### config.mk
export PLATFORM = sky130hd
export DESIGN_NAME = pixel_write_arbiter_flat
export DESIGN_NICKNAME = d
export VERILOG_FILES = /design/src/rtl/pixel_write_arbiter_if.sv /design/src/rtl/pixel_write_arbiter.sv /design/src/flat_wrapper.sv
export SDC_FILE = /design/constraint.sdc
export NUM_CORES = 1
export LEC_CHECK = 0
export ABC_AREA = 1
export CAP_MARGIN = 30
export CORE_ASPECT_RATIO = 1.2
export CORE_MARGIN = 10
export CORE_UTILIZATION = 35
export CTS_CLUSTER_SIZE = 12
export DETAILED_ROUTE_END_ITERATION = 10
export PLACE_DENSITY = 0.71
export SLEW_MARGIN = 10
export SYNTH_ARGS = -nofsm -noshare
export SYNTH_HDL_FRONTEND = slang
export SYNTH_SLANG_ARGS = --single-unit
### constraint.sdc
create_clock -name clk -period 2.5 [get_ports clk]
set_input_delay 0.375 -clock clk [delete_from_list [all_inputs] [get_ports clk]]
set_output_delay 0.375 -clock clk [all_outputs]
set_load 0.02 [all_outputs]
### src/rtl/pixel_write_arbiter_if.sv
// Pixel write port bundle between the sprite drawers (master side) and the
// shared-port arbiter (slave side).
interface pixel_write_arbiter_if #(
  parameter int N_REQ = 4
);
  logic [N_REQ-1:0]    req;
  logic [N_REQ*9-1:0]  x_in;
  logic [N_REQ*8-1:0]  y_in;
  logic [N_REQ*12-1:0] color_in;
  logic [N_REQ-1:0]    we_in;
  logic [N_REQ-1:0]    grant;
  logic [1:0]          active_id;
  logic                busy;
  logic [8:0]          X_out;
  logic [7:0]          Y_out;
  logic [11:0]         Color_out;
  logic                writeEn;
  logic                timeout_err;

  modport master (
    output req, x_in, y_in, color_in, we_in,
    input  grant, active_id, busy, X_out, Y_out, Color_out, writeEn, timeout_err
  );

  modport slave (
    input  req, x_in, y_in, color_in, we_in,
    output grant, active_id, busy, X_out, Y_out, Color_out, writeEn, timeout_err
  );
endinterface

### src/rtl/pixel_write_arbiter.sv
// Fixed-priority, burst-locked arbiter for the single VGA pixel write port, with
// a hold-time watchdog. Define PIXEL_ARB_TRANSPARENT_EN to suppress black pixels.
module pixel_write_arbiter #(
  parameter int N_REQ    = 4,
  parameter int MAX_HOLD = 131072,
  parameter int HOLD_W   = 17
) (
  input logic                  clk,
  input logic                  reset,
  pixel_write_arbiter_if.slave bus
);
  typedef enum logic [1:0] {IDLE, HOLD, RELEASE} state_t;

  localparam logic [HOLD_W-1:0] HOLD_LAST = HOLD_W'(MAX_HOLD - 1);

  state_t              state_q, state_d;
  logic [N_REQ-1:0]    grant_q, grant_d;
  logic [N_REQ-1:0]    mask_q, mask_d;
  logic [1:0]          active_id_q, active_id_d;
  logic                busy_q, busy_d;
  logic                write_en_q, write_en_d;
  logic                timeout_err_q, timeout_err_d;
  logic [8:0]          x_q, x_d;
  logic [7:0]          y_q, y_d;
  logic [11:0]         color_q, color_d;
  logic [HOLD_W-1:0]   hold_cnt_q, hold_cnt_d;

  logic [N_REQ-1:0]    eligible;
  logic [1:0]          pick_id;
  logic                owner_req;
  logic [8:0]          sel_x;
  logic [7:0]          sel_y;
  logic [11:0]         sel_color;
  logic                sel_we;

  function automatic logic [1:0] lowest_index(input logic [N_REQ-1:0] v);
    lowest_index = '0;
    for (int i = N_REQ - 1; i >= 0; i--) begin
      if (v[i]) lowest_index = 2'(i);
    end
  endfunction

  // A revoked requester stays ineligible until it has dropped req once.
  assign eligible  = bus.req & ~mask_q;
  assign pick_id   = lowest_index(eligible);
  assign owner_req = bus.req[active_id_q];
  assign sel_x     = bus.x_in[9*int'(active_id_q) +: 9];
  assign sel_y     = bus.y_in[8*int'(active_id_q) +: 8];
  assign sel_color = bus.color_in[12*int'(active_id_q) +: 12];

`ifdef PIXEL_ARB_TRANSPARENT_EN
  assign sel_we = bus.we_in[active_id_q] & (sel_color != 12'h000);
`else
  assign sel_we = bus.we_in[active_id_q];
`endif

  always_comb begin
    state_d       = state_q;
    grant_d       = grant_q;
    active_id_d   = active_id_q;
    busy_d        = busy_q;
    write_en_d    = 1'b0;
    timeout_err_d = 1'b0;
    x_d           = x_q;
    y_d           = y_q;
    color_d       = color_q;
    hold_cnt_d    = hold_cnt_q;
    mask_d        = mask_q & bus.req;

    case (state_q)
      IDLE: begin
        if (|eligible) begin
          state_d     = HOLD;
          grant_d     = {{(N_REQ-1){1'b0}}, 1'b1} << pick_id;
          active_id_d = pick_id;
          busy_d      = 1'b1;
          hold_cnt_d  = '0;
        end
      end
      HOLD: begin
        // A dropped request takes precedence over the watchdog firing.
        if (!owner_req) begin
          state_d = RELEASE;
          grant_d = '0;
          busy_d  = 1'b0;
        end else if (hold_cnt_q == HOLD_LAST) begin
          state_d              = RELEASE;
          grant_d              = '0;
          busy_d               = 1'b0;
          timeout_err_d        = 1'b1;
          mask_d[active_id_q]  = 1'b1;
        end else begin
          x_d        = sel_x;
          y_d        = sel_y;
          color_d    = sel_color;
          write_en_d = sel_we;
          hold_cnt_d = hold_cnt_q + HOLD_W'(1);
        end
      end
      RELEASE: begin
        state_d = IDLE;
      end
      default: begin
        state_d = IDLE;
        grant_d = '0;
        busy_d  = 1'b0;
      end
    endcase
  end

  always_ff @(posedge clk or posedge reset) begin
    if (reset) begin
      state_q       <= IDLE;
      grant_q       <= '0;
      mask_q        <= '0;
      active_id_q   <= '0;
      busy_q        <= 1'b0;
      write_en_q    <= 1'b0;
      timeout_err_q <= 1'b0;
      x_q           <= '0;
      y_q           <= '0;
      color_q       <= '0;
      hold_cnt_q    <= '0;
    end else begin
      state_q       <= state_d;
      grant_q       <= grant_d;
      mask_q        <= mask_d;
      active_id_q   <= active_id_d;
      busy_q        <= busy_d;
      write_en_q    <= write_en_d;
      timeout_err_q <= timeout_err_d;
      x_q           <= x_d;
      y_q           <= y_d;
      color_q       <= color_d;
      hold_cnt_q    <= hold_cnt_d;
    end
  end

  assign bus.grant       = grant_q;
  assign bus.active_id   = active_id_q;
  assign bus.busy        = busy_q;
  assign bus.X_out       = x_q;
  assign bus.Y_out       = y_q;
  assign bus.Color_out   = color_q;
  assign bus.writeEn     = write_en_q;
  assign bus.timeout_err = timeout_err_q;
endmodule

### src/flat_wrapper.sv
// flat-port wrapper written by rule: the top's interface ports become plain ports
module pixel_write_arbiter_flat 
#(
  parameter int N_REQ    = 4,
  parameter int MAX_HOLD = 131072,
  parameter int HOLD_W   = 17
)
  (clk, reset, bus_req, bus_x_in, bus_y_in, bus_color_in, bus_we_in, bus_grant, bus_active_id, bus_busy, bus_X_out, bus_Y_out, bus_Color_out, bus_writeEn, bus_timeout_err);
  pixel_write_arbiter_if #(.N_REQ(N_REQ)) bus_i ();
  input logic clk;
  input logic reset;
  input wire logic [$bits(bus_i.req)-1:0] bus_req;
  input wire logic [$bits(bus_i.x_in)-1:0] bus_x_in;
  input wire logic [$bits(bus_i.y_in)-1:0] bus_y_in;
  input wire logic [$bits(bus_i.color_in)-1:0] bus_color_in;
  input wire logic [$bits(bus_i.we_in)-1:0] bus_we_in;
  output wire logic [$bits(bus_i.grant)-1:0] bus_grant;
  output wire logic [$bits(bus_i.active_id)-1:0] bus_active_id;
  output wire logic [$bits(bus_i.busy)-1:0] bus_busy;
  output wire logic [$bits(bus_i.X_out)-1:0] bus_X_out;
  output wire logic [$bits(bus_i.Y_out)-1:0] bus_Y_out;
  output wire logic [$bits(bus_i.Color_out)-1:0] bus_Color_out;
  output wire logic [$bits(bus_i.writeEn)-1:0] bus_writeEn;
  output wire logic [$bits(bus_i.timeout_err)-1:0] bus_timeout_err;
  assign bus_i.req = bus_req;
  assign bus_i.x_in = bus_x_in;
  assign bus_i.y_in = bus_y_in;
  assign bus_i.color_in = bus_color_in;
  assign bus_i.we_in = bus_we_in;
  assign bus_grant = bus_i.grant;
  assign bus_active_id = bus_i.active_id;
  assign bus_busy = bus_i.busy;
  assign bus_X_out = bus_i.X_out;
  assign bus_Y_out = bus_i.Y_out;
  assign bus_Color_out = bus_i.Color_out;
  assign bus_writeEn = bus_i.writeEn;
  assign bus_timeout_err = bus_i.timeout_err;
  pixel_write_arbiter #(.N_REQ(N_REQ), .MAX_HOLD(MAX_HOLD), .HOLD_W(HOLD_W)) u_core (.clk(clk), .reset(reset), .bus(bus_i));
endmodule
==> results.sh, run 1 <==
export IMPL_status="complete, no violations"
export IMPL_p_per_area_nw_per_um2=1033
export IMPL_slowest_stage="dfrtp_2"
export IMPL_ir_drop_uv=487.9
export IMPL_fmax_mhz=446.8
export IMPL_clkTransAtPathRegs_ns=0.05
export IMPL_grt_start_max_net_pins=62
export IMPL_synth_top_area_frac=0.4320
export IMPL_grt_pass1_wl_um=19970
export IMPL_yosysSeqAreaShare=0.4320
export IMPL_track_usage=0.1690
export IMPL_drive_above_1_share=0.08815
export IMPL_placed_area_sq_um=5316
export IMPL_dp_hpwl_um=9859
export IMPL_leakage_nw=2.511
export IMPL_cp_num_buf_inv=4
export IMPL_start_util=0.3548
export IMPL_routabilityCongestion=0.9164
export IMPL_maxCapViolCount=0
export IMPL_synth_area_sq_um=3533
export IMPL_ys_warn_count=0
export IMPL_dp_slack_ns=0.2081
export IMPL_ios=164
export IMPL_vias=3924
export IMPL_io_buffers=163
export IMPL_clock_latency_ns=0.33
export IMPL_p_sw_frac=0.4107
export IMPL_clk_path_buf_depth=2
export IMPL_syn_area_per_cell_sq_um=7.196
export IMPL_combPwrFrac=0.518
export IMPL_row_count=40
export IMPL_crit_chain="ha_1 -> nand3_1 -> inv_1 -> nand2_1 -> inv_1 -> nand2_1 -> nor4_2 -> ha_2 -> inv_1 -> nor2_2 -> nor2_1 -> nand3_2 -> buf_12 -> o21ai_0"
export IMPL_cp_start_kind="register"
export IMPL_via_per_inst=5.005
export IMPL_ctsHtreeMaxLevel=3
export IMPL_cts_tree="built"
export IMPL_worstSetupPathType="register to register"
export IMPL_end_kind="register"
export IMPL_finalCritPeriodShare=0.8952
export IMPL_tightest_slew_ns=0.7478
export IMPL_drt_iter0_drc=166
export IMPL_skew_ns=0.008903
export IMPL_slew_viol_final=0
export IMPL_dr_pass1_iters=4
export IMPL_arrival_ns=2.44
export IMPL_yosysTopAreaCell="dfrtp_1"
export IMPL_synth_seq_cells=61
export IMPL_stdcell_area_sq_um=5653
export IMPL_p_int_mw=3.441
export IMPL_crit_required_ns=2.70
export IMPL_antenna_found_initial=1
export IMPL_worstHoldPathType="input pin to asynchronous set/reset pin"
export IMPL_syn_inst=491
export IMPL_setup_viol=0
export IMPL_cp_top_family="simple AND/OR/NAND/NOR gates"
export IMPL_synthesis_nets=619
export IMPL_wl_per_cell_um=15.96
export IMPL_cts_sinks=61
export IMPL_area_growth_pct=59.99
export IMPL_cpMostUsedCell="inv_1"
export IMPL_ant_nets=0
export IMPL_crit_fanout=22
export IMPL_die_width_um=111.7
export IMPL_grt_pass1_vias=4078
export IMPL_p_clk_frac=0.231
export IMPL_grt_ovfl_total=0
export IMPL_post_cts_buffers=0
export IMPL_die_area_sq_um=14530
export IMPL_setup_slack_ns=0.2620
export IMPL_design_core_area_sq_um=9960
export IMPL_num_antenna_cells=0
export IMPL_slew_headroom=0.5009
export IMPL_synth_cell_types=30
export IMPL_final_min_clock_period_ns=2.238
export IMPL_hold_viol_final=0
export IMPL_wl_um=12510
export IMPL_synthTopCellsByArea="dfrtp_1, nand2_1, nand3_1, a21oi_1, o21ai_1"
export IMPL_slowest_delay_ns=0.40
export IMPL_drc=0
export IMPL_die_y_um=130.1
export IMPL_pwr_share_seq=0.251
export IMPL_nets=781
export IMPL_switchingPower_mw=2.398
export IMPL_cts_root_buffer="clkbuf_16"
export IMPL_numCtsBuffers=9
final cells by class:
cell class	instances	area (sq um)
fillers	919	4307
clock buffers	12	256.5
well taps	126	157.7
inverters	29	111.4
flip-flops and latches	61	1528
clock inverters	4	70.07
repair buffers	175	1759
multi-input cells	377	1770
repair_timing:
item | CTS | global route
setup endpoints to repair | 0 | 16
hold buffers | 0 | 0
resized for setup | 0 | 3
worst min-delay path, cell delays in order:
cell,delay (ns)
clkdlybuf4s50_1,0.41
inv_2,0.07
buf_12,0.28
metrics by stage:
step	TNS (ns)	hold WS, ns	utilization	power, mW	cells
6_report	0	0.4369	0.5676	5.838	784
5_1_grt	-0.02870	0.4882	0.5676	6.269	784
4_1_cts	0	0.4570	0.5666	5.896	784
3_5_place_dp	0	0.4664	0.5338	4.525	768
3_3_place_gp	0	0.4653	0.5338	4.463	768
2_1_floorplan	0	0.4476	-	3.286	491
kinds of logic (layout without fill, tap and decap cells):
logic type,count (synthesis),in the layout,share of synthesized area
compound gates,86,86,0.1321
xor+xnor,1,1,0.002479
fa+ha+maj,2,2,0.007081
buf+inv,53,220,0.07011
flops,61,61,0.4320
simple gates,288,288,0.3562
power by group through the flow:
stage	clock network [mW]	registers (mW)	logic, mW
6_report	1.35	1.47	3.02
5_1_grt	1.42	1.51	3.34
4_1_cts	1.37	1.47	3.05
3_5_place_dp	0	1.47	3.05
3_3_place_gp	0	1.46	3.00
2_1_floorplan	0	1.76	1.53
placed cells by master, fill, tap and decap left out, drive strengths merged:
cell / instances
or2: 4
nor3: 1
nor2: 21
o211ai: 1
clkinv: 2
bufinv: 2
a21oi: 29
nor4: 1
clkdlybuf4s50: 163
buf: 12
a22oi: 1
nand2: 171
clkbuf: 12
nand3: 85
nand4: 5
dfrtp: 61
inv: 29
xor2: 1
o21ai: 54
a31oi: 1
ha: 2
state kept, by name (all words and copies together), names as in the netlist:
name                    cells
u_core.bus.X_out            9
u_core.mask_q               4
u_core.bus.writeEn          1
u_core.bus.grant            4
u_core.hold_cnt_q          17
u_core.state_q              2
u_core.bus.busy             1
u_core.bus.Color_out       12
u_core.bus.timeout_err      1
u_core.bus.Y_out            8
u_core.bus.active_id        2
metal layers:
metal / global-route usage / vias up / part of all wire
li1: - / 1945 / -
met4: 0.06510 / 2 / 0.017
met2: 0.3058 / 147 / 0.52
met1: 0.1718 / 1813 / 0.37
met5: 0 / - / 0.00056
met3: 0.06657 / 17 / 0.092
Yosys cell counts (all sizes together):
library cell,n
a21oi,29
nand4,5
nand3,85
o21ai,54
or2,4
nand2,171
dfrtp,61
o211ai,1
a22oi,1
nor3,1
inv,29
clkbuf,4
buf,20
nor2,21
a31oi,1
xor2,1
nor4,1
ha,2
worst paths after layout:
kind                                      start  depth (start not counted)  slack, ns                    to
setup / recovery           u_core.hold_cnt_q[0]                         14       0.26  u_core.hold_cnt_q[9]
min in group clk                u_core.bus.busy                          2       0.48       u_core.bus.busy
hold reg to reg                 u_core.bus.busy                          2       0.48       u_core.bus.busy
max in group asynchronous                 reset                          3       1.78  u_core.hold_cnt_q[0]
setup reg to reg           u_core.hold_cnt_q[0]                         14       0.26  u_core.hold_cnt_q[9]
hold / removal                            reset                          3       0.44   u_core.bus.X_out[7]
Note: power is estimated with default switching activity, not from simulation.
==> run 2: changes to the inputs <==
--- a/config.mk
+++ b/config.mk
@@ -12,6 +12,7 @@
 export CORE_UTILIZATION = 35
 export CTS_CLUSTER_SIZE = 12
 export DETAILED_ROUTE_END_ITERATION = 10
+export GPL_TIMING_DRIVEN = 0
 export PLACE_DENSITY = 0.71
 export SLEW_MARGIN = 10
 export SYNTH_ARGS = -nofsm -noshare
==> run 2 against run 1 <==
  * Via count grew 3.3%
  * Design area increased by 0.46%
  * Utilization grew 0.26 points
  * Total power about the same
  * Critical path depth rose by 1
  * Worst hold slack better by 0.043 ns
  * Clock power decreased by 18%
  * First-iteration DRC count increased by 57%
  * Setup slack got worse by 0.11 ns
==> results.sh, run 2 (synthesis gave the netlist of run 1 again) <==
export IMPL_skew_ns=0.006523
export IMPL_setup_slack_ns=0.1506
export IMPL_end_kind="register"
export IMPL_hold_viol_final=0
export IMPL_vias=4052
export IMPL_die_y_um=130.1
export IMPL_r2r_setup_slack_ns=0.15
export IMPL_regMostFlops="u_core.hold_cnt_q"
export IMPL_numCtsBuffers=9
export IMPL_ant_nets=0
export IMPL_status="complete, no violations"
export IMPL_ctsHtreeMaxLevel=3
export IMPL_ctsHoldBuffers=0
export IMPL_clkTransAtPathRegs_ns=0.05
export IMPL_area_growth_pct=60.73
export IMPL_cts_root_buffer="clkbuf_16"
export IMPL_nets=799
export IMPL_grt_ovfl_total=0
export IMPL_cp_start_kind="register"
export IMPL_met1_usage=0.1868
export IMPL_crit_required_ns=2.76
export IMPL_crit_end="u_core.hold_cnt_q[7]"
export IMPL_die_width_um=111.7
export IMPL_wl_per_cell_um=17.07
export IMPL_antenna_found_initial=0
export IMPL_clk_path_buf_depth=2
export IMPL_crit_path_start="u_core.hold_cnt_q[1]"
export IMPL_row_count=40
export IMPL_grt_pass1_vias=4261
export IMPL_io_buffers=163
export IMPL_setup_viol=0
export IMPL_ir_drop_uv=405.8
export IMPL_cts_tree="built"
export IMPL_die_area_sq_um=14530
export IMPL_grt_pass1_wl_um=21110
export IMPL_worstHoldPathType="register to register"
export IMPL_track_usage=0.1807
export IMPL_layout_common_cells="nand2_1, clkdlybuf4s50_1, nand3_1, dfrtp_1, o21ai_1"
export IMPL_maxCapViolCount=0
export IMPL_start_util=0.3548
export IMPL_slew_viol_final=0
export IMPL_fillCellCount=921
export IMPL_busiest_layer="met2"
export IMPL_rsz0062_at_grt="no"
export IMPL_cts_sinks=61
export IMPL_routabilityCongestion=0.8803
export IMPL_clock_latency_ns=0.33
export IMPL_drive_above_1_share=0.1052
export IMPL_drt_iter0_drc=261
export IMPL_dp_hpwl_um=10770
export IMPL_dp_slack_ns=0.03542
export IMPL_via_per_inst=5.059
export IMPL_multiInputGateArea_sq_um=1783
export IMPL_timing_rr_start="u_core.hold_cnt_q[1]"
export IMPL_design_core_area_sq_um=9960
export IMPL_mostFrequentLayoutCell="nand2_1"
export IMPL_slew_headroom=0.4935
export IMPL_final_min_clock_period_ns=2.349
export IMPL_use_met3=0.06061
export IMPL_register_area_sq_um=1526
export IMPL_ios=164
export IMPL_rr_worst_depth=15
export IMPL_final_util=0.5702
export IMPL_dr_pass1_iters=5
export IMPL_fmax_mhz=425.6
export IMPL_tightest_slew_ns=0.7597
export IMPL_rr_endpoint="u_core.hold_cnt_q[7]"
export IMPL_wl_um=13670
export IMPL_largest_register_ffs=17
export IMPL_finalCritPeriodShare=0.9398
export IMPL_worstSetupPathType="register to register"
export IMPL_drc=0
export IMPL_crit_fanout=5
export IMPL_grt_start_max_net_pins=62
export IMPL_num_antenna_cells=0
export IMPL_p_per_area_nw_per_um2=1029
export IMPL_arrival_ns=2.61
export IMPL_leakage_nw=2.526
export IMPL_grt_util_met2=0.3243
export IMPL_worst_hold_slack_ns=0.4796
## run 2: changes by cell type in the layout (fill, tap and decap cells not counted), moves of 2 or more
cell,delta
inv_1,-2
clkbuf_1,+6
buf_1,+2
bufinv_16,-2
buf_6,+3
buf_12,-3
buf_2,+13
buf_4,-3
## run 2: how the worst min path moves through the flow
stage	from	endpoint	cells past startpoint
floorplan	u_core.mask_q[0]	u_core.mask_q[0]	2
global placement	u_core.mask_q[2]	u_core.mask_q[2]	2
detailed placement	u_core.mask_q[0]	u_core.mask_q[0]	2
CTS	u_core.mask_q[2]	u_core.mask_q[2]	2
global route	u_core.bus.busy	u_core.bus.busy	2
finish	u_core.bus.grant[3]	u_core.bus.grant[3]	2
## run 2: area by class of cell
cell class	count	area share
clock buffer	13	0.04406
multi-input combinational	377	0.3139
sequential	61	0.2688
clock inverter	2	0.001763
tap	126	0.02776
buffer	24	0.02467
timing repair buffer	169	0.2990
inverter	29	0.02005
## run 2: metal layers
metal / share of wire / up-vias
li1: - / 1991
met1: 0.37 / 1864
met2: 0.51 / 172
met3: 0.091 / 25
met4: 0.026 / 0
met5: 0 / -
## run 2: worst max-delay path: stages, from the launching register on
cell and delay [ns]:
dfrtp_1 0.36, ha_2 0.22, nand3_2 0.09, inv_2 0.08
nand2_2 0.08, inv_2 0.08, nand2_1 0.08, nor4_2 0.33
ha_2 0.27, inv_1 0.07, nor2_2 0.10, nor2_1 0.07
nand3_2 0.16, buf_6 0.16, nand2_1 0.07, o21ai_2 0.06
## run 2: where the power goes
group | internal [mW] | total [mW] | switching [mW] | leakage [nW]
clock | 0.688 | 1.11 | 0.417 | 0.129
sequential | 1.28 | 1.45 | 0.167 | 0.802
combinational | 1.35 | 3.29 | 1.94 | 1.59
## run 2: stage by stage
stage | std cells | instance area [sq um] | TNS, ns | total power [mW]
2_1_floorplan | 491 | 3533 | 0 | 3.286
5_1_grt | 801 | 5679 | 0 | 6.264
3_3_place_gp | 780 | 5323 | -33.13 | 4.550
3_5_place_dp | 780 | 5325 | 0 | 4.609
6_report | 801 | 5679 | 0 | 5.844
4_1_cts | 795 | 5585 | 0 | 5.729
## run 2: timing repair
item	CTS	global route
setup buffers	0	4
setup endpoints to repair	0	42
resized for setup	0	13
==> run 3: changes to the inputs <==
--- a/config.mk
+++ b/config.mk
@@ -9,11 +9,10 @@
 export CAP_MARGIN = 30
 export CORE_ASPECT_RATIO = 1.2
 export CORE_MARGIN = 10
-export CORE_UTILIZATION = 35
-export CTS_CLUSTER_SIZE = 12
+export CORE_UTILIZATION = 42
 export DETAILED_ROUTE_END_ITERATION = 10
 export GPL_TIMING_DRIVEN = 0
-export PLACE_DENSITY = 0.71
+export PLACE_DENSITY = 0.82
 export SLEW_MARGIN = 10
 export SYNTH_ARGS = -nofsm -noshare
 export SYNTH_HDL_FRONTEND = slang
==> run 3 against run 2 <==
  * Flip-flop and latch count is the same
  * Highest routed layer unchanged
  * Largest power group unchanged
  * Total power shrank 6.8%
  * First-iteration DRC count shrank 31%
==> results.sh, run 3 (synthesis gave the netlist of run 1 again) <==
export IMPL_slew_viol_final=0
export IMPL_grt_ovfl_total=0
export IMPL_drc=0
export IMPL_p_sw_frac=0.4472
export IMPL_leakage_nw=2.473
export IMPL_fmax_mhz=432.0
export IMPL_die_area_sq_um=12500
export IMPL_maxCapViolCount=0
export IMPL_grt_pass1_wl_um=21640
export IMPL_dp_hpwl_um=10950
export IMPL_wl_met3_um=1640
export IMPL_largest_register_ffs=17
export IMPL_worstSetupPathType="register to register"
export IMPL_antenna_found_initial=0
export IMPL_status="complete, no violations"
export IMPL_ir_drop_uv=512.2
export IMPL_track_usage=0.2144
export IMPL_p_clk_frac=0.162
export IMPL_clkTransAtPathRegs_ns=0.07
export IMPL_rsz0062_at_grt="no"
export IMPL_slew_headroom=0.4862
export IMPL_dp_cells=769
export IMPL_grt_start_max_net_pins=37
export IMPL_tns_ns=0
export IMPL_stdcell_count=786
export IMPL_clk_path_buf_depth=2
export IMPL_switchingPower_mw=2.435
export IMPL_met1_length_um=4883
export IMPL_regMostFlops="u_core.hold_cnt_q"
export IMPL_crit_fanout=10
export IMPL_wl_um=13390
export IMPL_clock_latency_ns=0.35
export IMPL_row_count=36
export IMPL_p_per_area_nw_per_um2=982.6
export IMPL_drt_iter0_drc=181
export IMPL_end_kind="register"
export IMPL_final_min_clock_period_ns=2.315
export IMPL_cts_root_buffer="clkbuf_8"
export IMPL_p_int_mw=3.010
export IMPL_crit_required_ns=2.76
export IMPL_crit_path_start="u_core.hold_cnt_q[0]"
export IMPL_finalCritPeriodShare=0.9259
export IMPL_r2r_setup_slack_ns=0.19
export IMPL_routabilityCongestion=0.8996
export IMPL_nets=795
export IMPL_skew_ns=0.008495
export IMPL_cts_sinks=61
export IMPL_layout_common_cells="nand2_1, clkdlybuf4s50_1, nand3_1, dfrtp_1"
export IMPL_cts_tree="built"
export IMPL_register_area_sq_um=1526
export IMPL_design_core_area_sq_um=8153
export IMPL_rr_endpoint="u_core.hold_cnt_q[9]"
export IMPL_start_util=0.4334
export IMPL_fillCellCount=702
export IMPL_tightest_slew_ns=0.7696
export IMPL_ctsHtreeMaxLevel=3
export IMPL_numCtsBuffers=9
export IMPL_top_layer="met4"
export IMPL_pwr_share_seq=0.270
export IMPL_rr_worst_depth=15
export IMPL_die_y_um=120.5
export IMPL_dr_pass1_iters=5
export IMPL_drive_above_1_share=0.09524
export IMPL_multiInputGateArea_sq_um=1773
export IMPL_combPwrFrac=0.568
export IMPL_io_buffers=163
export IMPL_via_per_inst=5.150
export IMPL_crit_end="u_core.hold_cnt_q[9]"
export IMPL_wl_per_cell_um=17.04
export IMPL_worstHoldPathType="input pin to asynchronous set/reset pin"
export IMPL_timing_rr_start="u_core.hold_cnt_q[0]"
export IMPL_hold_viol_final=0
export IMPL_wl_met2_um=6370
export IMPL_grt_pass1_vias=4363
export IMPL_die_width_um=103.7
export IMPL_arrival_ns=2.57
export IMPL_ant_nets=0
export IMPL_ctsHoldBuffers=0
export IMPL_mostFrequentLayoutCell="nand2_1"
export IMPL_num_antenna_cells=0
export IMPL_area_growth_pct=56.83
export IMPL_cp_start_kind="register"
export IMPL_vias=4048
export IMPL_ios=164
export IMPL_setup_viol=0
==> run 3: changes by cell type in the layout (fill, tap and decap cells not counted), sizes merged <==
cell / change
bufinv: +1
clkinvlp: +1
clkbuf: -2
buf: -3
==> run 3: worst min path at each step <==
stage                                        to  slack, ns  depth (start not counted)
after floorplan                u_core.mask_q[0]       0.45                          2
after global placement    u_core.hold_cnt_q[16]       0.46                          2
after detailed placement  u_core.hold_cnt_q[16]       0.47                          2
after CTS                 u_core.hold_cnt_q[16]       0.49                          2
after global routing           u_core.mask_q[2]       0.51                          2
final                       u_core.bus.X_out[7]       0.49                          2
==> run 3: final cells by class <==
cell class	count	share of cell area
multi-input combinational	377	0.3199
timing repair buffer	165	0.2994
sequential	61	0.2755
clock buffer	12	0.02619
tap	114	0.02574
buffer	24	0.02461
inverter	29	0.02009
clock inverter	4	0.008580
==> run 3: routing by layer <==
layer / GRT usage / vias up
met3: 0.09511 / 33
met5: 0 / -
met1: 0.2207 / 1836
li1: - / 1973
met2: 0.3671 / 206
met4: 0.1045 / 0
==> run 3: power groups by stage <==
stage / logic (mW) / clock network (mW) / registers (mW)
2_1_floorplan: 1.53 / 0 / 1.76
3_3_place_gp: 3.05 / 0 / 1.47
3_5_place_dp: 3.11 / 0 / 1.48
4_1_cts: 3.11 / 0.883 / 1.47
5_1_grt: 3.40 / 0.935 / 1.50
6_report: 3.10 / 0.881 / 1.47
==> run 3: metrics by stage <==
step                      area (sq um)  utilization  setup WS, ns  power (mW)  hold WS (ns)
after detailed placement          5328       0.6535        0.1033       4.584        0.4736
after floorplan                   3533            -        0.4742       3.286        0.4476
after global routing              5542       0.6797      0.002426       5.840        0.5120
final                             5542       0.6797        0.1853       5.445        0.4862
after CTS                         5520       0.6771       0.09646       5.465        0.4890
after global placement            5308       0.6510       -0.4438       4.523        0.4618
==> run 3: repair_timing <==
| action | in CTS | in global routing |
|---|---|---|
| endpoints found under the setup margin | 0 | 16 |
| setup buffers | 0 | 1 |
| resized for setup | 0 | 3 |
==> run 3: critical path, cell delays in order, from the launching register on <==
cell,delay [ns]
dfrtp_1,0.41
ha_1,0.21
nand3_1,0.10
inv_1,0.08
nand2_1,0.11
inv_1,0.12
nand2_1,0.09
nor4_2,0.16
ha_2,0.25
inv_1,0.07
nor2_2,0.12
nor2_1,0.07
nand3_2,0.12
buf_6,0.16
nand2_1,0.06
o21ai_0,0.09
